===== config.mk =====
export PLATFORM = sky130hd
export DESIGN_NAME = shift_pattern_ctrl
export DESIGN_NICKNAME = d
export VERILOG_FILES = /design/src/rtl/shift_pattern_ctrl.sv
export SDC_FILE = /design/constraint.sdc
export NUM_CORES = 1
export LEC_CHECK = 0
export BUFFER_PORTS_ARGS = -buffer_cell sky130_fd_sc_hd__buf_2
export CAP_MARGIN = 15
export CORE_MARGIN = 2
export CORE_UTILIZATION = 45
export CTS_CLUSTER_DIAMETER = 100
export DETAILED_ROUTE_END_ITERATION = 8
export GPL_TIMING_DRIVEN = 0
export SETUP_SLACK_MARGIN = 0.3
export SKIP_LAST_GASP = 1
export SLEW_MARGIN = 20
export SYNTH_ARGS = -nofsm -noshare
export SYNTH_HDL_FRONTEND = slang
export SYNTH_SLANG_ARGS = --single-unit

===== constraint.sdc =====
create_clock -name clk -period 3.7 [get_ports clk]
set_clock_uncertainty 0.05 [all_clocks]
set_input_delay 0.37 -clock clk [delete_from_list [all_inputs] [get_ports clk]]
set_output_delay 0.37 -clock clk [all_outputs]
set_load 0.02 [all_outputs]

===== src/rtl/shift_pattern_ctrl.sv =====
// Walking-bit / thermometer LED pattern sequencer.
// Steps a head index through an 8-bit (WIDTH) field in bounce, rotate-left,
// rotate-right or fill/drain mode. The step rate, end dwell and pass count
// are captured when a sequence starts. done pulses once on normal completion.
module shift_pattern_ctrl #(
    parameter int WIDTH      = 8,
    parameter int PRESCALE_W = 8
) (
    input  logic                     clk,
    input  logic                     reset,
    input  logic                     start,
    input  logic                     stop,
    input  logic [1:0]               mode,
    input  logic [3:0]               dwell,
    input  logic [PRESCALE_W-1:0]    prescale,
    input  logic [3:0]               passes,
    output logic [WIDTH-1:0]         pattern,
    output logic [$clog2(WIDTH)-1:0] pos,
    output logic                     busy,
    output logic                     done
);
    localparam int POS_W = $clog2(WIDTH);
    localparam logic [POS_W-1:0] POS_MAX = POS_W'(WIDTH - 1);
    localparam logic [POS_W-1:0] POS_MIN = '0;
    localparam logic [1:0] MODE_BOUNCE = 2'b00;
    localparam logic [1:0] MODE_ROTL   = 2'b01;
    localparam logic [1:0] MODE_ROTR   = 2'b10;
    localparam logic [1:0] MODE_FILL   = 2'b11;

    typedef enum logic [1:0] {
        S_IDLE  = 2'd0,
        S_MOVE  = 2'd1,
        S_DWELL = 2'd2
    } state_t;

    // One-hot for the walking modes, pos+1 low ones for fill/drain.
    function automatic logic [WIDTH-1:0] pattern_of(input logic [1:0] m, input logic [POS_W-1:0] p);
        logic [WIDTH:0]   therm;
        logic [WIDTH-1:0] onehot;
        therm  = ({{(WIDTH-1){1'b0}}, 2'b10} << p) - {{WIDTH{1'b0}}, 1'b1};
        onehot = {{(WIDTH-1){1'b0}}, 1'b1} << p;
        return (m == MODE_FILL) ? therm[WIDTH-1:0] : onehot;
    endfunction

    state_t                r_state, w_state_next;
    logic [POS_W-1:0]      r_pos, w_pos_next;
    logic                  r_dir, w_dir_next;          // 1 = counting up
    logic [WIDTH-1:0]      r_pattern, w_pattern_next;
    logic                  r_done, w_done_next;
    logic [1:0]            r_mode_l, w_mode_l_next;
    logic [3:0]            r_dwell_l, w_dwell_l_next;
    logic [PRESCALE_W-1:0] r_prescale_l, w_prescale_l_next;
    logic [3:0]            r_passes_l, w_passes_l_next;
    logic [PRESCALE_W-1:0] r_presc_cnt, w_presc_cnt_next;
    logic [3:0]            r_dwell_cnt, w_dwell_cnt_next;
    logic [3:0]            r_pass_cnt, w_pass_cnt_next;

    logic                  w_tick;
    logic                  w_is_bounce;
    logic                  w_arrival;
    logic                  w_complete;
    logic [POS_W-1:0]      w_step_pos;

    assign w_tick      = (r_presc_cnt == r_prescale_l);
    assign w_is_bounce = (r_mode_l == MODE_BOUNCE) || (r_mode_l == MODE_FILL);
    assign w_complete  = (r_passes_l != 4'd0) && (r_pass_cnt == r_passes_l);

    // Candidate head position for the next tick, with wrap for rotate modes.
    always_comb begin
        w_step_pos = r_dir ? r_pos + 1'b1 : r_pos - 1'b1;
        if (r_mode_l == MODE_ROTL) begin
            w_step_pos = (r_pos == POS_MAX) ? POS_MIN : r_pos + 1'b1;
        end else if (r_mode_l == MODE_ROTR) begin
            w_step_pos = (r_pos == POS_MIN) ? POS_MAX : r_pos - 1'b1;
        end
    end

    // An arrival is landing on the end position the current mode travels toward.
    always_comb begin
        if (r_mode_l == MODE_ROTL) begin
            w_arrival = (w_step_pos == POS_MAX);
        end else if (r_mode_l == MODE_ROTR) begin
            w_arrival = (w_step_pos == POS_MIN);
        end else begin
            w_arrival = (r_dir && (w_step_pos == POS_MAX)) || (!r_dir && (w_step_pos == POS_MIN));
        end
    end

    // Next-state and datapath decisions; every register holds unless told otherwise.
    always_comb begin
        w_state_next      = r_state;
        w_pos_next        = r_pos;
        w_dir_next        = r_dir;
        w_pattern_next    = r_pattern;
        w_done_next       = 1'b0;
        w_mode_l_next     = r_mode_l;
        w_dwell_l_next    = r_dwell_l;
        w_prescale_l_next = r_prescale_l;
        w_passes_l_next   = r_passes_l;
        w_presc_cnt_next  = r_presc_cnt;
        w_dwell_cnt_next  = r_dwell_cnt;
        w_pass_cnt_next   = r_pass_cnt;

        case (r_state)
            S_IDLE: begin
                if (start && !stop) begin
                    w_state_next      = S_MOVE;
                    w_mode_l_next     = mode;
                    w_dwell_l_next    = dwell;
                    w_prescale_l_next = prescale;
                    w_passes_l_next   = passes;
                    w_presc_cnt_next  = '0;
                    w_dwell_cnt_next  = '0;
                    w_pass_cnt_next   = '0;
                    w_pos_next        = (mode == MODE_ROTR) ? POS_MAX : POS_MIN;
                    w_dir_next        = (mode != MODE_ROTR);
                    w_pattern_next    = pattern_of(mode, w_pos_next);
                end
            end
            S_MOVE: begin
                if (stop) begin
                    w_state_next = S_IDLE;
                end else begin
                    w_presc_cnt_next = w_tick ? '0 : r_presc_cnt + 1'b1;
                    if (w_tick) begin
                        if (w_complete) begin
                            // Final end has been held long enough; freeze and report.
                            w_state_next = S_IDLE;
                            w_done_next  = 1'b1;
                        end else begin
                            w_pos_next     = w_step_pos;
                            w_pattern_next = pattern_of(r_mode_l, w_step_pos);
                            if (w_arrival) begin
                                w_pass_cnt_next = (r_pass_cnt == 4'hF) ? r_pass_cnt : r_pass_cnt + 1'b1;
                                // Reversing now is invisible until the hold at this end finishes.
                                if (w_is_bounce) begin
                                    w_dir_next = ~r_dir;
                                end
                                if (r_dwell_l != 4'd0) begin
                                    w_state_next     = S_DWELL;
                                    w_dwell_cnt_next = r_dwell_l;
                                end
                            end
                        end
                    end
                end
            end
            S_DWELL: begin
                if (stop) begin
                    w_state_next = S_IDLE;
                end else begin
                    w_presc_cnt_next = w_tick ? '0 : r_presc_cnt + 1'b1;
                    if (w_tick) begin
                        w_dwell_cnt_next = r_dwell_cnt - 1'b1;
                        if (r_dwell_cnt == 4'd1) begin
                            w_state_next = S_MOVE;
                        end
                    end
                end
            end
            default: begin
                w_state_next = S_IDLE;
            end
        endcase
    end

    // State register.
    always_ff @(posedge clk) begin
        if (reset) begin
            r_state <= S_IDLE;
        end else begin
            r_state <= w_state_next;
        end
    end

    // Datapath, configuration and counter registers.
    always_ff @(posedge clk) begin
        if (reset) begin
            r_pos        <= '0;
            r_dir        <= 1'b1;
            r_pattern    <= {{(WIDTH-1){1'b0}}, 1'b1};
            r_done       <= 1'b0;
            r_mode_l     <= MODE_BOUNCE;
            r_dwell_l    <= '0;
            r_prescale_l <= '0;
            r_passes_l   <= '0;
            r_presc_cnt  <= '0;
            r_dwell_cnt  <= '0;
            r_pass_cnt   <= '0;
        end else begin
            r_pos        <= w_pos_next;
            r_dir        <= w_dir_next;
            r_pattern    <= w_pattern_next;
            r_done       <= w_done_next;
            r_mode_l     <= w_mode_l_next;
            r_dwell_l    <= w_dwell_l_next;
            r_prescale_l <= w_prescale_l_next;
            r_passes_l   <= w_passes_l_next;
            r_presc_cnt  <= w_presc_cnt_next;
            r_dwell_cnt  <= w_dwell_cnt_next;
            r_pass_cnt   <= w_pass_cnt_next;
        end
    end

    assign pattern = r_pattern;
    assign pos     = r_pos;
    assign busy    = (r_state != S_IDLE);
    assign done    = r_done;

endmodule


## Yosys cells after proc, flatten, opt, wreduce, memory -nomap -nowiden

Index checks and enable logic that the tools add are counted.

| storage, ports and cells | value |
|---|---|
| word-level logic and storage cells | 140 |
| input bits | 22 |
| register bits | 49 |
| output and inout port bits | 13 |

| cells by class | value |
|---|---|
| shift-type cells | 4 |
| reductions and logical operators | 27 |
| multiplexer cells | 57 |
| add/sub/neg operators | 7 |
| equality and inequality tests | 30 |
| bitwise gates (word level) | 3 |

Operator list:

| kind | number |
|---|---|
| $mux W8 | 9 |
| $mux W4 | 13 |
| $pmux W8 S2 | 2 |
| $mux W3 | 10 |
| $ne A2 B2 Y1 const B | 12 |
| $mux W2 | 9 |
| $shl A1 B3 Y8 const A | 2 |
| $shl A2 B3 Y8 const A | 2 |
| $sub A8 B1 Y8 const B | 2 |
| $reduce_and A7 Y1 | 2 |
| $pmux W4 S3 | 1 |
| $eq A2 B2 Y1 const B | 5 |
| $mux W1 | 9 |
| $ne A3 B3 Y1 const B | 3 |
| $reduce_and A9 Y1 | 1 |
| $add A8 B1 Y8 const B | 1 |
| $eq A8 B8 Y1 | 1 |
| $ne A4 B4 Y1 const B | 2 |
| $pmux W4 S2 | 1 |
| $reduce_bool A4 Y1 | 2 |
| $eq A3 B3 Y1 const B | 2 |
| $logic_not A3 Y1 | 2 |
| $pmux W2 S3 | 1 |
| $pmux W3 S2 | 1 |
| 22 further kinds | 33 |

## Depth between registers and ports, before layout

Gate-level depths: netlist of the first run.

| depth | value |
|---|---|
| word-level depth | 14 |
| depth in mapped cells | 13 |
| mapped depth without buffers | 13 |

## Least setup slack after synthesis of the first run

No wires, ideal clock.

| timing | value |
|---|---|
| path kind | reg-to-reg |
| from | register r_pos[0], in the netlist pos[0] |
| to | register r_pattern[5], in the netlist pattern[5] |
| buffers on the path | 0 |
| arrival | 2.692 ns |
| cell stages (with the launch flop) | 13 |
| required time | 3.580 ns |
| slack | 0.888 ns |
| clock period less this slack | 2.812 ns |
| setup time | 0.070 ns |
| cell sequence | dfxtp_1 inv_1 ha_1 xor2_1 nor3_2 o21ai_2 nor2_1 nand2_1 ha_1 or3_1 a311oi_1 o21ai_0 a21oi_1 |

| on the way | value |
|---|---|
| longest elaborated chain between the ends | 11 |
| elaborated cells between the ends (all ways) | 17 |
| those cells by class | 3 x add/sub; 1 x eq/ne; 2 x shift; 10 x mux; 1 x reduce/logical |

RTL lines:

| element | RTL line | source |
|---|---|---|
| start, declared | 46 | `logic [POS_W-1:0] r_pos, w_pos_next;` |
| start signal, assigned | 191 | `r_pos <= w_pos_next;` |
| $sub A3 B1 Y3, or another cell as far along | 70, 74 |  |
| $mux W3, on equally long branches | 70, 74 |  |
| $mux W3 | 73 | `end else if (r_mode_l == MODE_ROTR) begin` |
| $mux W3 * | 71 | `if (r_mode_l == MODE_ROTL) begin` |
| $shl A2 B3 Y8 | 40 | `therm = ({{(WIDTH-1){1'b0}}, 2'b10} << p) - {{WIDTH{1'b0}}, 1'b1};` |
| $sub A8 B1 Y8 | 40 |  |
| $mux W8 * | 42 | `return (m == MODE_FILL) ? therm[WIDTH-1:0] : onehot;` |
| $mux W8 * | 126 | `if (w_complete) begin` |
| $mux W8 * | 125 | `if (w_tick) begin` |
| $mux W8 * | 121 | `if (stop) begin` |
| $pmux W8 S2 * | 104 | `case (r_state)` |
| end signal, assigned | 181 | `r_pattern <= {{(WIDTH-1){1'b0}}, 1'b1};` |
| end signal, assigned | 193 | `r_pattern <= w_pattern_next;` |
| end, declared | 48 | `logic [WIDTH-1:0] r_pattern, w_pattern_next;` |

Mark *: on every way between the ends. The rest lies on a longest branch, timed or not. The select of a mux whose other input is x is not followed.
A chain may end at the register's enable or synchronous reset.

## Worst setup path after layout of the first run

| timing | value |
|---|---|
| from | register r_mode_l[0] |
| to | register r_pattern[5], in the netlist pattern[5] |

| on the way | value |
|---|---|
| longest elaborated chain between the ends | 10 |
| elaborated cells between the ends (all ways) | 13 |
| those cells by class | 1 x add/sub; 3 x eq/ne; 2 x shift; 7 x mux |

RTL lines:

| element | RTL line | source |
|---|---|---|
| start, declared | 50 | `logic [1:0] r_mode_l, w_mode_l_next;` |
| start signal, assigned | 195 | `r_mode_l <= w_mode_l_next;` |
| $eq A2 B2 Y1 | 73 |  |
| $mux W3 | 73 |  |
| $mux W3 | 71 |  |
| $shl A2 B3 Y8 | 40 |  |
| $sub A8 B1 Y8 | 40 |  |
| $mux W8 * | 42 |  |
| $mux W8 * | 126 |  |
| $mux W8 * | 125 |  |
| $mux W8 * | 121 |  |
| $pmux W8 S2 * | 104 |  |

Marks and branches as above.

==> results of run 1 <==
-- per-layer routing --
layer | wire length (µm) | vias up
met5 | 0 | -
met4 | 54 | 0
met3 | 161 | 5
met2 | 3220 | 39
met1 | 3310 | 1188
li1 | - | 1280
-- cell type report --
class,instances,share of cell area
Sequential cell,49,0.308
Timing Repair Buffer,33,0.0519
Tap cell,75,0.0295
Clock buffer,5,0.0216
Multi-Input combinational cell,263,0.536
Clock inverter,3,0.0138
Inverter,16,0.0189
Buffer,15,0.0208
-- path summary, 6_finish.rpt --
kind	endpoint	slack, ps	cells after the start
worst min-delay path	r_passes_l[3]$_SDFFE_PP0P_	240	3
worst min register to register	pattern[2]$_SDFFE_PP0P_	400	2
worst max-delay path	pattern[5]$_SDFFE_PP0P_	590	12
worst max register to register	pattern[5]$_SDFFE_PP0P_	590	12
-- sequential cells by signal, summed over array words and instances (netlist names), 2 cells and up --
name and count:
pattern 8, r_passes_l 4, r_dwell_cnt 4, r_mode_l 2
pos 3, r_state 2, r_presc_cnt 8, r_pass_cnt 4
r_prescale_l 8, r_dwell_l 4
-- kinds of logic (layout without fill, tap and decap cells) --
| logic type | count (synthesis) | in the layout | synth area share |
|---|---|---|---|
| DFF | 49 | 49 | 0.349 |
| buffers and inverters | 31 | 72 | 0.0449 |
| and+or+nand+nor | 137 | 137 | 0.251 |
| xor gates and xnor gates | 22 | 22 | 0.0685 |
| AOI/OAI and AO/OA | 83 | 83 | 0.197 |
| adders and majority gates | 16 | 16 | 0.0712 |
| muxes | 5 | 5 | 0.0182 |
-- worst max-delay path, stage by stage (launching register included) --
cell      delay [ps]
dfxtp_1          400
inv_1             60
ha_1             240
nand2b_1         170
a21oi_1          280
o21ai_2          180
nor2_1           300
nand2_1          130
ha_1             270
or3_1            390
a311oi_1         270
o21ai_0          130
a21oi_1          150
-- cells in the final DEF, fill, tap and decap left out, drive strengths merged, types with 5 or more instances in the layout --
cell type / instances
nor2: 22
a21oi: 38
or4: 5
nor3: 9
or3: 6
o21ai: 11
xor2: 21
inv: 17
dfxtp: 49
ha: 16
nand2: 57
buf: 37
a211oi: 7
nand2b: 9
clkbuf: 16
-- stage by stage --
stage                util  hold slack (ps)
floorplan               -              394
global placement    0.513              388
detailed placement  0.513              393
CTS                 0.532              236
global route        0.532              244
finish              0.532              244
-- power groups by stage --
stage | clock (mW) | sequential, mW | combinational (mW)
floorplan | 0 | 0.636 | 0.552
global placement | 0 | 0.623 | 0.739
detailed placement | 0 | 0.623 | 0.745
CTS | 0.407 | 0.611 | 0.749
global route | 0.429 | 0.619 | 0.829
finish | 0.390 | 0.611 | 0.751
-- synthesized netlist by cell type (5+ instances only) --
master    number
nor2_1        22
nand2_1       57
a21oi_1       38
or3_1          6
ha_1          16
or4_1          5
inv_1         16
xor2_1        21
nor3_1         8
nand2b_1       9
a211oi_1       7
o21ai_0       10
dfxtp_1       49
clkbuf_1      11
==> results.py, run 1 <==
metrics = {
    "critical_path": {
        "worstReg2RegStart": "r_mode_l[0]$_SDFFE_PP0P_",
        "cp-start-kind": "register",
        "crit_fanout": 9,
        "crit_start": "r_mode_l[0]$_SDFFE_PP0P_",
        "critPathKind": "reg2reg",
        "critPathRequiredTime_ps": 3880,
        "cp-end-kind": "register",
        "arrival_ps": 3290,
    },
    "sta": {
        "setup_viol": 0,
        "drv_slew": 0,
        "fin_crit_sh": 0.841,
        "rsz0062_at_grt": "false",
        "setup_tns_ps": 0,
        "fmax_mhz": 322,
        "worstMarginPinSlew_ps": 753,
        "min_period_ps": 3110,
        "hold_viol_final": 0,
        "maxSlewHeadroom": 0.497,
        "layout_setup_ws_ps": 590,
    },
    "grt": {
        "use_met2": 0.326,
        "grt_pass1_vias": 2350,
        "grt_usage": 0.196,
        "grtUsageMet1": 0.263,
        "grt_overflow": 0,
        "grt_max_degree": 17,
        "grt_pass1_wl_mm": 11.0,
        "use_met3": 0.0258,
        "grt.busiest_layer": "met2",
        "antenna_found_initial": 0,
    },
    "placement": {
        "gp_congestion": 0.891,
        "dpl_cell_area_um2": 3070,
        "dpl.hpwl_mm": 5.02,
        "dp_slack_ps": 651,
        "port_buffers": 33,
        "dpl.cell_count": 451,
    },
    "final_layout": {
        "seqCellArea_um2": 981,
        "fin_cells": 459,
        "antenna_cells": 0,
        "final_layout_size_suffix_gt1_frac": 0.138,
        "nNetsFinal": 421,
        "multi_input_area_um2": 1710,
        "fin_area_um2": 3180,
        "area_delta_synth_final_pct": 13.2,
        "fillers": 590,
    },
    "synth": {
        "yosysTopAreaCell": "dfxtp_1",
        "ys_types": 57,
        "syn-cell-area_um2": 2810,
        "yosysWarningCount": 0,
        "synth_top_area_frac": 0.349,
        "synth_edf_count": 0,
        "yosys-top-cells-area": "dfxtp_1 (35%), nand2_1 (7.6%), ha_1 (7.1%)",
        "ys_seq_elements": 49,
        "postSynth.topFlopCell": "dfxtp_1",
        "syn_nets": 381,
        "async_flop_share": 0,
        "synthCells": 343,
        "synth_area_per_cell_um2": 8.20,
        "ys_seq_area_frac": 0.349,
    },
    "floorplanning": {
        "die_width_um": 83.1,
        "start_util": 0.470,
        "die_area_um2": 6900,
        "fp.dieH_um": 83.1,
        "core_um2": 5990,
        "boundaryPins": 35,
        "rows": 28,
    },
    "detailed_routing": {
        "drtIter0Drc": 105,
        "wl_per_cell_um": 14.7,
        "vias": 2512,
        "post_drt_via_cell_ratio": 5.47,
        "drt_wl_total_mm": 6.74,
        "final_antenna_net_count": 0,
        "drc_errors": 0,
        "dr.pass1.iters": 4,
    },
    "power": {
        "p_int_mw": 1.05,
        "switching_share": 0.400,
        "vdd_drop_max_mv": 0.319,
        "power.clock.fraction": 0.223,
        "seqPwrFrac": 0.349,
        "power.density_nw_per_um2": 550,
        "combPwrFrac": 0.429,
        "p_leak_nw": 1.30,
        "power_mw": 1.75,
        "p_sw_mw": 0.701,
    },
    "cts": {
        "tritoncts": "built",
        "clk_pin_slew_ps": 90,
        "clock_latency_ps": 300,
        "post_cts_buffers": 0,
        "cts_resized": 0,
        "cts_hold_buf": 0,
        "cts.sinks": 49,
        "cts_max_level": 2,
        "cts_root_buf": "clkbuf_8",
        "cts_buffers": 5,
        "clk_path_buf_depth": 2,
    },
    "run_status": {
        "status": "finished clean",
    },
    "min_path": {
        "hp-start": "passes[3]",
        "hold_class": "in2reg",
    },
    "job": {
        "cap_violations": 0,
    },
}
Note: power is estimated with default switching activity, not from simulation.
==> inputs of run 2 (changes only) <==
ABC_AREA = 1   (was unset)
clock period = 3 ns   (was 3.7 ns; I/O delays follow)
==> results.py, run 2 <==
metrics = {
    "placement": {
        "dpl.cell_count": 557,
        "dpl.hpwl_mm": 5.49,
        "port_buffers": 34,
        "gp_congestion": 0.823,
        "dpl_cell_area_um2": 3280,
    },
    "critical_path": {
        "cp_common_cell": "nand2_1",
        "path_cells": "ha_1 > ha_1 > nand2_2 > inv_2 > o21ai_4 > inv_2 > nand2_1 > inv_1 > nand2_1 > ha_1 > nand3_1 > nand2_1 > nand3_1 > nand2_1 > nand2_1 > a21oi_1",
        "cp-end-kind": "register",
        "rr_worst_depth": 16,
        "r2r-end": "pattern[7]$_SDFFE_PP0P_",
        "r2r_slack_ps": 640,
        "crit_start": "pos[0]$_SDFFE_PP0P_",
        "crit_end": "pattern[7]$_SDFFE_PP0P_",
        "critPathRequiredTime_ps": 3190,
        "cpPeakStageDelay_ps": 360,
        "crit_fanout": 8,
        "worstReg2RegStart": "pos[0]$_SDFFE_PP0P_",
        "cp-start-kind": "register",
        "critical_path.slowest_cell": "dfxtp_2",
        "critPathKind": "reg2reg",
        "arrival_ps": 2550,
    },
    "floorplanning": {
        "rows": 29,
        "start_util": 0.470,
        "core_um2": 6420,
        "die_area_um2": 7370,
        "fp.dieH_um": 85.9,
        "boundaryPins": 35,
        "die_width_um": 85.9,
    },
    "cts": {
        "cts_root_buf": "clkbuf_8",
        "clk_path_buf_depth": 2,
        "cts.sinks": 49,
        "cts_hold_buf": 0,
        "clk_pin_slew_ps": 90,
        "cts_max_level": 2,
        "tritoncts": "built",
        "clock_latency_ps": 310,
        "cts_buffers": 5,
    },
    "synth": {
        "synth_area_per_cell_um2": 6.76,
        "synthCells": 446,
        "syn_nets": 484,
        "yosysWarningCount": 0,
        "syn-cell-area_um2": 3020,
        "synth_edf_count": 0,
        "synth.most_common_cell": "nand2_1",
        "postSynth.topFlopCell": "dfxtp_1",
        "ys_seq_elements": 49,
        "async_flop_share": 0,
        "ys_seq_area_frac": 0.325,
        "synth_top_area_frac": 0.325,
        "synth_common_cells": "nand2_1 (115), inv_1 (53), dfxtp_1 (49)",
        "yosys-top-cells-area": "dfxtp_1 (33%), nand2_1 (14%), a21oi_1 (7.6%)",
        "ys_types": 36,
        "yosysTopAreaCell": "dfxtp_1",
    },
    "final_layout": {
        "area_delta_synth_final_pct": 12.0,
        "fillers": 682,
        "nNetsFinal": 525,
        "antenna_cells": 0,
        "layout_commonest_cell": "nand2_1",
        "fin_cells": 565,
        "fin_area_um2": 3380,
        "final_cell_mix": "nand2_1 (115), inv_1 (53), dfxtp_1 (48)",
        "final_layout_size_suffix_gt1_frac": 0.156,
        "fin_util": 0.526,
    },
    "sta": {
        "rsz0062_at_grt": "false",
        "worstMarginPinSlew_ps": 561,
        "fmax_mhz": 424,
        "min_period_ps": 2360,
        "setup_tns_ps": 0,
        "setup_viol": 0,
        "maxSlewHeadroom": 0.626,
        "fin_crit_sh": 0.786,
        "drv_slew": 0,
        "hold_viol_final": 0,
    },
    "grt": {
        "antenna_found_initial": 0,
        "grt_overflow": 0,
        "grt_pass1_wl_mm": 12.2,
        "grt_pass1_vias": 2703,
        "grt_max_degree": 16,
        "grt_usage": 0.204,
    },
    "power": {
        "p_leak_nw": 1.50,
        "vdd_drop_max_mv": 0.348,
        "power.density_nw_per_um2": 990,
    },
    "detailed_routing": {
        "post_drt_via_cell_ratio": 5.03,
        "final_antenna_net_count": 0,
        "wl_per_cell_um": 12.4,
        "drtIter0Drc": 146,
        "dr.pass1.iters": 6,
        "drt_wl_total_mm": 7.01,
        "vias": 2842,
        "drc_errors": 3,
    },
    "min_path": {
        "hold_class": "in2reg",
    },
    "job": {
        "cap_violations": 0,
    },
    "run_status": {
        "status": "finished, violations left",
        "violations": "design-rule violations",
    },
}
[run 2: changes by cell type after synthesis, moves of 8 or more]
cell	change
a21oi_1	+8
inv_1	+37
nand2_1	+58
nand2b_1	-9
nand3_1	+25
o21ai_0	+16
xor2_1	-19
[run 2: worst max-delay path: cells and delay by family, from the launching register on]
family,cells,cell delay [ps]
flip-flops,1,360
AO/OA/AOI/OAI,2,380
adder cells (fa/ha/maj),3,640
AND/OR/NAND/NOR,8,670
buffers and inverters,3,190
[run 2: what timing repair did]
item	in CTS	in global routing
setup buffers	0	0
gates resized for setup	0	2
setup endpoints to repair	0	1
[run 2: routing by layer]
layer,track usage,share of wire
met1,0.267,0.48
met2,0.351,0.48
met3,0.0346,0.036
met4,0.0447,0.0067
met5,0,0
[run 2: kinds of logic after synthesis]
logic type | after synthesis | synth area share
AND/OR/NAND/NOR | 216 | 0.341
AO/OA/AOI/OAI | 85 | 0.148
buffers and inverters | 71 | 0.0934
flip-flops | 49 | 0.325
adder cells (fa/ha/maj) | 16 | 0.0664
XOR/XNOR | 9 | 0.0261
[run 2: where the power goes]
| group | switching (mW) | internal, mW | total [mW] |
|---|---|---|---|
| sequential | 0.140 | 0.806 | 0.946 |
| clock | 0.229 | 0.167 | 0.395 |
| combinational | 1.31 | 0.696 | 2.00 |
[run 2: how the worst min path moves through the flow]
stage                     depth (start not counted)  slack [ps]                    start                       to
final                                             2         170                    reset          done$_SDFF_PP0_
after global routing                              2         150                    reset          done$_SDFF_PP0_
after CTS                                         2         160                    reset          done$_SDFF_PP0_
after detailed placement                          2         400  pattern[0]$_SDFFE_PP1P_  pattern[0]$_SDFFE_PP1P_
after global placement                            2         400  pattern[0]$_SDFFE_PP1P_  pattern[0]$_SDFFE_PP1P_
after floorplan                                   1         330                    reset          done$_SDFF_PP0_
[run 2: area by class of cell]
type | count | area, µm² | share of cell area
multi-input combinational | 326 | 1760 | 0.521
sequential | 49 | 982 | 0.291
inverter | 59 | 221 | 0.0656
timing repair buffer | 34 | 170 | 0.0504
tap | 77 | 96.3 | 0.0285
clock buffer | 6 | 72.6 | 0.0215
buffer | 12 | 60.1 | 0.0178
clock inverter | 2 | 13.8 | 0.00408
[run 2: metrics by stage]
step / total power [mW] / hold WS (ps) / setup slack (ps)
finish: 3.34 / 170 / 643
global route: 3.71 / 145 / 397
CTS: 3.36 / 155 / 497
detailed placement: 2.96 / 395 / 518
global placement: 2.93 / 399 / 533
floorplan: 2.52 / 328 / 752
